[src/rtl/prt_frame_tx.sv]
// Egress drain engine: opens a PRT slot, streams its bytes out on a valid/ready
// interface with tx_last, then invalidates the slot. Define PRT_TX_STATS_EN for frame/byte counters.
module prt_frame_tx #(
  parameter int DATA_WIDTH = 8,
  parameter int NUM_SLOTS  = 2,
  parameter int MAX_FRAME  = 1518,
  parameter int FIFO_DEPTH = 4,
  localparam int SLOT_WIDTH = (NUM_SLOTS > 1) ? $clog2(NUM_SLOTS) : 1
) (
  input  logic                  CLK,
  input  logic                  RST,
  input  logic [SLOT_WIDTH-1:0] slot_in,
  input  logic                  slot_in_valid,
  output logic                  slot_in_ready,
  output logic                  EN_start_reading_prt_entry,
  output logic [SLOT_WIDTH-1:0] start_reading_prt_entry_slot,
  input  logic                  RDY_start_reading_prt_entry,
  output logic                  EN_read_prt_entry,
  input  logic                  RDY_read_prt_entry,
  input  logic [DATA_WIDTH:0]   read_prt_entry,
  output logic                  EN_invalidate_prt_entry,
  output logic [SLOT_WIDTH-1:0] invalidate_prt_entry_slot,
  input  logic                  RDY_invalidate_prt_entry,
  output logic [DATA_WIDTH-1:0] tx_data,
  output logic                  tx_valid,
  output logic                  tx_last,
  input  logic                  tx_ready,
  output logic                  busy,
  output logic                  err_overrun,
  output logic [15:0]           frames_sent,
  output logic [15:0]           bytes_sent
);

  localparam int AW = (FIFO_DEPTH > 1) ? $clog2(FIFO_DEPTH) : 1;
  localparam int CW = $clog2(MAX_FRAME + 1);

  typedef enum logic [1:0] {S_IDLE, S_START, S_READ, S_INVAL} state_t;

  state_t                r_state;
  logic [SLOT_WIDTH-1:0] r_cur_slot;
  logic                  r_inflight;
  logic                  r_stage_vld;
  logic [DATA_WIDTH-1:0] r_stage;
  logic [CW-1:0]         r_byte_cnt;
  logic                  r_err;

  logic [DATA_WIDTH:0]   r_mem [FIFO_DEPTH];
  logic [AW-1:0]         r_wr_ptr;
  logic [AW-1:0]         r_rd_ptr;
  logic [AW:0]           r_fifo_cnt;

  logic w_resp, w_resp_cmpl, w_resp_data;
  logic w_at_cap, w_hit_cap, w_credit, w_room, w_slot_free;
  logic w_en_read, w_ovr_push, w_push, w_pop, w_push_last, w_fifo_vld;
  logic [DATA_WIDTH:0] w_head;

  assign w_resp      = (r_state == S_READ) && r_inflight;
  assign w_resp_cmpl = w_resp &&  read_prt_entry[DATA_WIDTH];
  assign w_resp_data = w_resp && !read_prt_entry[DATA_WIDTH];

  // Cap reached, or reached by the byte landing this cycle: no further read may issue.
  assign w_at_cap  = (r_byte_cnt == CW'(MAX_FRAME));
  assign w_hit_cap = w_resp_data && (r_byte_cnt == CW'(MAX_FRAME - 1));

  assign w_credit    = (r_fifo_cnt + (AW+1)'(r_inflight)) < (AW+1)'(FIFO_DEPTH);
  assign w_room      = r_fifo_cnt < (AW+1)'(FIFO_DEPTH);
  assign w_slot_free = !r_inflight || w_resp;

  assign w_en_read = (r_state == S_READ) && RDY_read_prt_entry && w_credit && w_slot_free &&
                     !w_resp_cmpl && !w_at_cap && !w_hit_cap;

  assign w_ovr_push  = (r_state == S_READ) && w_at_cap && !r_inflight && w_room;
  assign w_push      = (w_resp && r_stage_vld) || w_ovr_push;
  assign w_push_last = w_resp_cmpl || w_ovr_push;

  assign w_fifo_vld = (r_fifo_cnt != '0);
  assign w_head     = r_mem[r_rd_ptr];
  assign w_pop      = w_fifo_vld && tx_ready;

  assign slot_in_ready                = (r_state == S_IDLE);
  assign EN_start_reading_prt_entry   = (r_state == S_START) && RDY_start_reading_prt_entry;
  assign start_reading_prt_entry_slot = r_cur_slot;
  assign EN_read_prt_entry            = w_en_read;
  assign EN_invalidate_prt_entry      = (r_state == S_INVAL) && RDY_invalidate_prt_entry;
  assign invalidate_prt_entry_slot    = r_cur_slot;
  assign tx_valid    = w_fifo_vld;
  assign tx_data     = w_fifo_vld ? w_head[DATA_WIDTH-1:0] : '0;
  assign tx_last     = w_fifo_vld && w_head[DATA_WIDTH];
  assign busy        = (r_state != S_IDLE) || w_fifo_vld;
  assign err_overrun = r_err;

  always_ff @(posedge CLK) begin
    if (RST) begin
      r_state     <= S_IDLE;
      r_cur_slot  <= '0;
      r_inflight  <= 1'b0;
      r_stage_vld <= 1'b0;
      r_stage     <= '0;
      r_byte_cnt  <= '0;
      r_err       <= 1'b0;
    end else begin
      r_inflight <= w_en_read;
      r_err      <= w_ovr_push;
      unique case (r_state)
        S_IDLE: begin
          if (slot_in_valid) begin
            r_cur_slot <= slot_in;
            r_state    <= S_START;
          end
        end
        S_START: begin
          if (RDY_start_reading_prt_entry) begin
            r_state     <= S_READ;
            r_byte_cnt  <= '0;
            r_stage     <= '0;
            r_stage_vld <= 1'b0;
          end
        end
        S_READ: begin
          if (w_resp_data) begin
            r_stage     <= read_prt_entry[DATA_WIDTH-1:0];
            r_stage_vld <= 1'b1;
            r_byte_cnt  <= r_byte_cnt + CW'(1);
          end
          if (w_resp_cmpl || w_ovr_push) begin
            r_state <= S_INVAL;
          end
        end
        S_INVAL: begin
          if (RDY_invalidate_prt_entry) begin
            r_state <= S_IDLE;
          end
        end
        default: r_state <= S_IDLE;
      endcase
    end
  end

  always_ff @(posedge CLK) begin
    if (RST) begin
      for (int unsigned i = 0; i < FIFO_DEPTH; i++) begin
        r_mem[i] <= '0;
      end
      r_wr_ptr   <= '0;
      r_rd_ptr   <= '0;
      r_fifo_cnt <= '0;
    end else begin
      if (w_push) begin
        r_mem[r_wr_ptr] <= {w_push_last, r_stage};
        r_wr_ptr        <= r_wr_ptr + AW'(1);
      end
      if (w_pop) begin
        r_rd_ptr <= r_rd_ptr + AW'(1);
      end
      r_fifo_cnt <= r_fifo_cnt + (AW+1)'(w_push) - (AW+1)'(w_pop);
    end
  end

`ifdef PRT_TX_STATS_EN
  logic [15:0] r_frames_sent;
  logic [15:0] r_bytes_sent;

  always_ff @(posedge CLK) begin
    if (RST) begin
      r_frames_sent <= '0;
      r_bytes_sent  <= '0;
    end else if (w_pop) begin
      r_bytes_sent <= r_bytes_sent + 16'd1;
      if (w_head[DATA_WIDTH]) begin
        r_frames_sent <= r_frames_sent + 16'd1;
      end
    end
  end

  assign frames_sent = r_frames_sent;
  assign bytes_sent  = r_bytes_sent;
`else
  assign frames_sent = '0;
  assign bytes_sent  = '0;
`endif

endmodule

[config.mk]
export PLATFORM = sky130hd
export DESIGN_NAME = prt_frame_tx
export DESIGN_NICKNAME = d
export VERILOG_FILES = /design/src/rtl/prt_frame_tx.sv
export SDC_FILE = /design/constraint.sdc
export NUM_CORES = 1
export LEC_CHECK = 0
export ABC_AREA = 1
export BUFFER_PORTS_ARGS = -buffer_cell sky130_fd_sc_hd__buf_2
export CORE_ASPECT_RATIO = 0.5
export CORE_MARGIN = 3
export CORE_UTILIZATION = 35
export DETAILED_ROUTE_END_ITERATION = 8
export GPL_TIMING_DRIVEN = 0
export PLACE_DENSITY = 0.54
export SLEW_MARGIN = 15
export SYNTH_ARGS = -nofsm -noshare
export SYNTH_HDL_FRONTEND = slang
export SYNTH_SLANG_ARGS = --single-unit
[constraint.sdc]
create_clock -name CLK -period 6.5 [get_ports CLK]
set_input_delay 0.65 -clock CLK [delete_from_list [all_inputs] [get_ports CLK]]
set_output_delay 0.65 -clock CLK [all_outputs]
set_load 0.05 [all_outputs]
Word-level counts from Yosys, hierarchy flattened --
Memory sizes are Yosys's and may differ from the RTL's. A register that Yosys moved wholly into a read port is not among the register bits. Index checks and enable logic that the tools add are counted.
Storage, ports and cells: RAM bits 36, register bits after elaboration 32, output and inout port bits 50, memories kept 1, input port bits 17, logic and storage cells 89
Cells by class: equal/unequal tests 10, add/sub/neg operators 6, muxes and demuxes 25, magnitude comparators 2, reductions and logical operators 35
Memories:
- r_mem | words 4, bits a word 9, read ports 1, clocked after Yosys merged registers in 1, write ports 4, RTL line 47 | logic [DATA_WIDTH:0] r_mem [FIFO_DEPTH];
Operator list (count):
- 8-bit 2-to-1 mux | 3
- 11-bit equality test, second input constant | 2
- 11-bit 2-to-1 mux | 2
- 11-bit one-hot mux with 2 select lines | 1
- 1-bit logical AND | 18
- 8-bit one-hot mux with 2 select lines | 1
- 2-bit 2-to-1 mux | 7
- 11-bit by 1-bit adder with 11-bit output, second input constant | 1
- 2-bit != test, second input constant | 5
- 9-bit 2-to-1 mux | 1
- 9-bit OR reduction | 1
- 1-bit 2-to-1 mux | 8
- 2-bit one-hot mux with 4 select lines | 1
- 3-bit by 1-bit adder with 3-bit output | 2
- 3-bit less-than comparator, second input constant | 2
- 1-bit zero test | 5
- 2-bit by 1-bit adder with 2-bit output, second input constant | 2
- 2-bit equality test, second input constant | 2
- 1-bit logical OR | 4
- 4-bit AND reduction | 1
- 2-bit nonzero test | 2
- 3-bit AND reduction | 1
- 3-bit nonzero test | 1
- 3-bit by 1-bit subtractor with 3-bit output | 1
- other kinds (4) | 4

Logic depth before layout (Yosys ltp) --
depth in word-level cells 10, gate-level depth with buffers 16, gate-level depth less buffers 15

Least setup slack after synthesis --
Ideal clock, no wire load.
path kind reg2reg, from reg r_state[0], to reg r_fifo_cnt[2], path buffers 1, setup time 0.124 ns, clock period less this slack 2.500 ns, data required time 6.376 ns, path slack 4.000 ns, arrival time 2.376 ns, stages on the path, launching flop included 17, cell sequence dfxtp_1 -> inv_1 -> ha_1 -> buf_4 -> inv_1 -> nor3_2 -> nand3_2 -> nand2_4 -> inv_1 -> ha_1 -> inv_1 -> ha_1 -> inv_1 -> fa_1 -> xor2_1 -> o21ai_0 -> a21oi_1
On the way: cells in the longest elaborated chain, start to end 7, elaborated cells on any way between the ends 9, classes of those cells 2 x add/sub; 1 x eq/ne; 6 x reduce/logical
Ends and longest elaborated chain:
- from (decl) | RTL line 39 | state_t r_state;
- from (signal assigned) | RTL line 94 | r_state <= S_IDLE;
- from (signal assigned) | RTL line 108 | r_state <= S_START;
- from (signal assigned) | RTL line 113 | r_state <= S_READ;
- 2-bit equality test * | RTL line 57, 72
- 1-bit logical AND (3 in series) | RTL line 72 | assign w_ovr_push = (r_state == S_READ) && w_at_cap && !r_inflight && w_room;
- 1-bit logical OR * | RTL line 73 | assign w_push = (w_resp && r_stage_vld) || w_ovr_push;
- 3-bit by 1-bit adder with 3-bit output * | RTL line 155 | r_fifo_cnt <= r_fifo_cnt + (AW+1)'(w_push) - (AW+1)'(w_pop);
- 3-bit by 1-bit subtractor with 3-bit output * | RTL line 155
- to (signal assigned) | RTL line 155
- to (decl) | RTL line 50 | logic [AW:0] r_fifo_cnt;
Every way passes the cells marked *; elsewhere a longest branch is shown, timed or not. A chain may end at the register's enable or synchronous reset.

==> flow_metrics.py <==
metrics = {
    "global_route": {
        "grt_usage_pct": 14.9,
        "grt_start_max_net_pins": 12,
        "overflow": 0,
        "grt_pass1_vias": 2657,
        "grt_pass1_wl_mm": 13.4,
        "antenna_found_initial": 0,
    },
    "sta": {
        "final.setup.worst_slack_ns": 3.61,
        "rsz0062_at_grt": "false",
        "post-route-period-util_pct": 44.4,
        "max_freq_mhz": 346,
        "drv_slew": 0,
        "fin_crit_ns": 2.89,
        "worst_slew_pin_slew_ns": 0.934,
        "max_slew_margin_pct": 37.3,
        "finalHoldViolations": 0,
        "finalSetupViolations": 0,
        "final.setup_skew_ns": 0.00552,
        "fin_tns_setup_ns": 0,
    },
    "synth": {
        "yosysSeqAreaShare_pct": 48.9,
        "synth-edff-count": 36,
        "synthFlopType": "edfxtp_1",
        "synth_top_area_share_pct": 30.0,
        "yosysUniqueCellTypes": 33,
        "ys_top_cells_by_area": "edfxtp_1 30%, dfxtp_1 19%, nor2_1 8.8%",
        "ys_warn_count": 0,
        "synthCells": 434,
        "ys_ff_latch": 70,
        "synthArstFlopShare_pct": 0,
        "synth_area_sq_um": 3600,
        "yosysTopAreaCell": "edfxtp_1",
        "syn_area_per_cell_sq_um": 8.30,
    },
    "setup_path": {
        "crit_slowest_cell": "clkbuf_1",
        "r2r-end": "r_fifo_cnt[2]",
        "crit_required_ns": 5.85,
        "worstPathArrival_ns": 2.24,
        "r2r_cells": 16,
        "crit_path_max_incr_delay_ns": 0.42,
        "critPathKind": "flop to primary output",
        "cp-end-kind": "primary output",
        "crit_chain": "clkbuf_1 > clkinv_1 > nor2_1 > o21ai_0 > a21oi_1 > buf_2",
        "worstPathMaxFanout": 10,
        "reg2reg_from": "r_state[0]",
        "cp-start-kind": "flop",
        "ff2ff_setup_slack_ns": 3.71,
    },
    "pwr": {
        "vdd_drop_max_v": 0.000198,
        "p_leak_nw": 1.85,
        "power_density_nw_per_um2": 346,
    },
    "placement": {
        "port_buffers": 34,
        "gp_congestion": 0.815,
        "hpwl_mm": 5.84,
        "detailedPlace.worstSlack_ns": 3.71,
    },
    "floorplanning": {
        "coreArea_sq_um": 9730,
        "fp.dieH_microns": 77.8,
        "num_rows": 25,
        "start_util_pct": 37.0,
        "pin_count": 67,
        "die-area_sq_um": 11600,
        "die_w_microns": 149,
    },
    "route": {
        "drt_iter0_markers": 111,
        "via_per_inst": 4.35,
        "first_pass_iters": 4,
        "vias": 2826,
        "post-route-drc-count": 0,
        "wirelength_mm": 8.12,
        "antenna_left": 0,
        "post_drt_wl_per_cell_microns": 12.5,
    },
    "clock_network": {
        "clk_pin_slew_worst_paths_ns": 0.06,
        "cts_root_buf": "clkbuf_16",
        "post_cts_resized": 0,
        "cts_buffers": 9,
        "cts_tree": "yes",
        "postCtsSetupRepairBufs": 0,
        "clk_path_buf_depth": 2,
        "clock_sinks": 70,
        "htreeDepth": 3,
        "insertion_delay_ns": 0.34,
        "cts_hold_repair.buffers": 0,
    },
    "flow_run": {
        "max_cap_violations": 0,
    },
    "worst_hold_path": {
        "whs_endpoint": "r_stage[3]",
        "min_path_type": "flop to flop",
        "whs_path_depth": 2,
        "hold_start": "r_stage[3]",
    },
    "layout": {
        "final_cell_mix": "84 x nor2_1, 53 x nand2_1, 47 x inv_1",
        "layout_commonest_cell": "nor2_1",
        "num_antenna_cells": 0,
        "drive_gt1_share_pct": 18.6,
        "ff_latch_area_sq_um": 1760,
        "fillers": 983,
        "areaGrowthSynthToFinish_pct": 19.8,
        "nets": 538,
        "utilization_pct": 44.4,
        "multi_input_area_sq_um": 1450,
    },
    "status": {
        "status": "completed",
    },
}
## final cells by class
class | instances | area share (%)
sequential | 70 | 40.8
multi-input combinational | 299 | 33.6
buffer | 45 | 7.27
clock buffer | 11 | 5.39
inverter | 51 | 4.43
timing repair buffer | 34 | 3.94
tap | 135 | 3.91
clock inverter | 5 | 0.609
## worst max-delay path: cells and delay by family (launching register included)
kind | cells | cell delay, ns
flip-flops | 1 | 0.30
buffers and inverters | 3 | 1.11
AO/OA/AOI/OAI | 2 | 0.30
AND/OR/NAND/NOR | 1 | 0.18
## logic make-up (layout without fill, tap and decap cells)
kind of cell / count (synthesis) / after routing / synth area share (%)
DFF: 70 / 70 / 48.9
AOI/OAI and AO/OA: 69 / 69 / 9.83
other: 1 / 32 / 0.104
xor gates and xnor gates: 1 / 1 / 0.243
adders and majority gates: 11 / 11 / 4.03
buffers and inverters: 96 / 146 / 14.0
and+or+nand+nor: 186 / 186 / 22.9
## Yosys cell counts, drive strengths merged, types with 2 or more instances
master	n
a21oi	36
buf	39
clkbuf	6
clkinv	3
dfxtp	34
edfxtp	36
ha	10
inv	48
nand2	58
nand3	27
nand4	3
nor2	86
nor3	9
o21ai	30
o22ai	2
## layer usage
metal / track usage (%) / up-vias / wire length [microns]
met5: 0 / - / 0
met4: 5.48 / 0 / 37
met3: 4.49 / 2 / 498
met2: 23.1 / 72 / 3670
met1: 19.8 / 1246 / 3910
li1: - / 1506 / -
## where the power goes
group | switching (mW) | total [mW] | internal [mW]
Clock | 0.180 | 0.434 | 0.254
Combinational | 0.407 | 0.541 | 0.133
Sequential | 0.0231 | 0.520 | 0.497
## sequential cells by signal, summed over array words and instances (netlist names), named ones only
register	count
r_stage_vld	1
invalidate_prt_entry_slot	1
r_mem	36
r_wr_ptr	2
r_state	2
r_stage	8
r_byte_cnt	11
r_rd_ptr	2
err_overrun	1
r_fifo_cnt	3
r_inflight	1
## through the flow
step                      area, sq um  instances  hold slack, ns  power, mW
after floorplan                  3720        465           0.437      0.951
after global placement           4060        634           0.455       1.07
after detailed placement         4060        634           0.457       1.08
after CTS                        4320        650           0.469       1.51
after global routing             4320        650           0.483       1.58
final                            4320        650           0.467       1.49
## worst max-delay path by stage
stage / start / end / slack (ns) / cells after the start
after floorplan: r_state[0] / r_fifo_cnt[2] / 4.00 / 16
after global placement: r_state[0] / r_mem[1][7] / 3.58 / 9
after detailed placement: r_state[0] / r_fifo_cnt[2] / 3.71 / 16
after CTS: flop / tx_data[6] / 3.57 / 6
after global routing: flop / tx_data[3] / 3.40 / 6
final: flop / tx_data[6] / 3.61 / 6
Note: power is estimated with default switching activity, not from simulation.
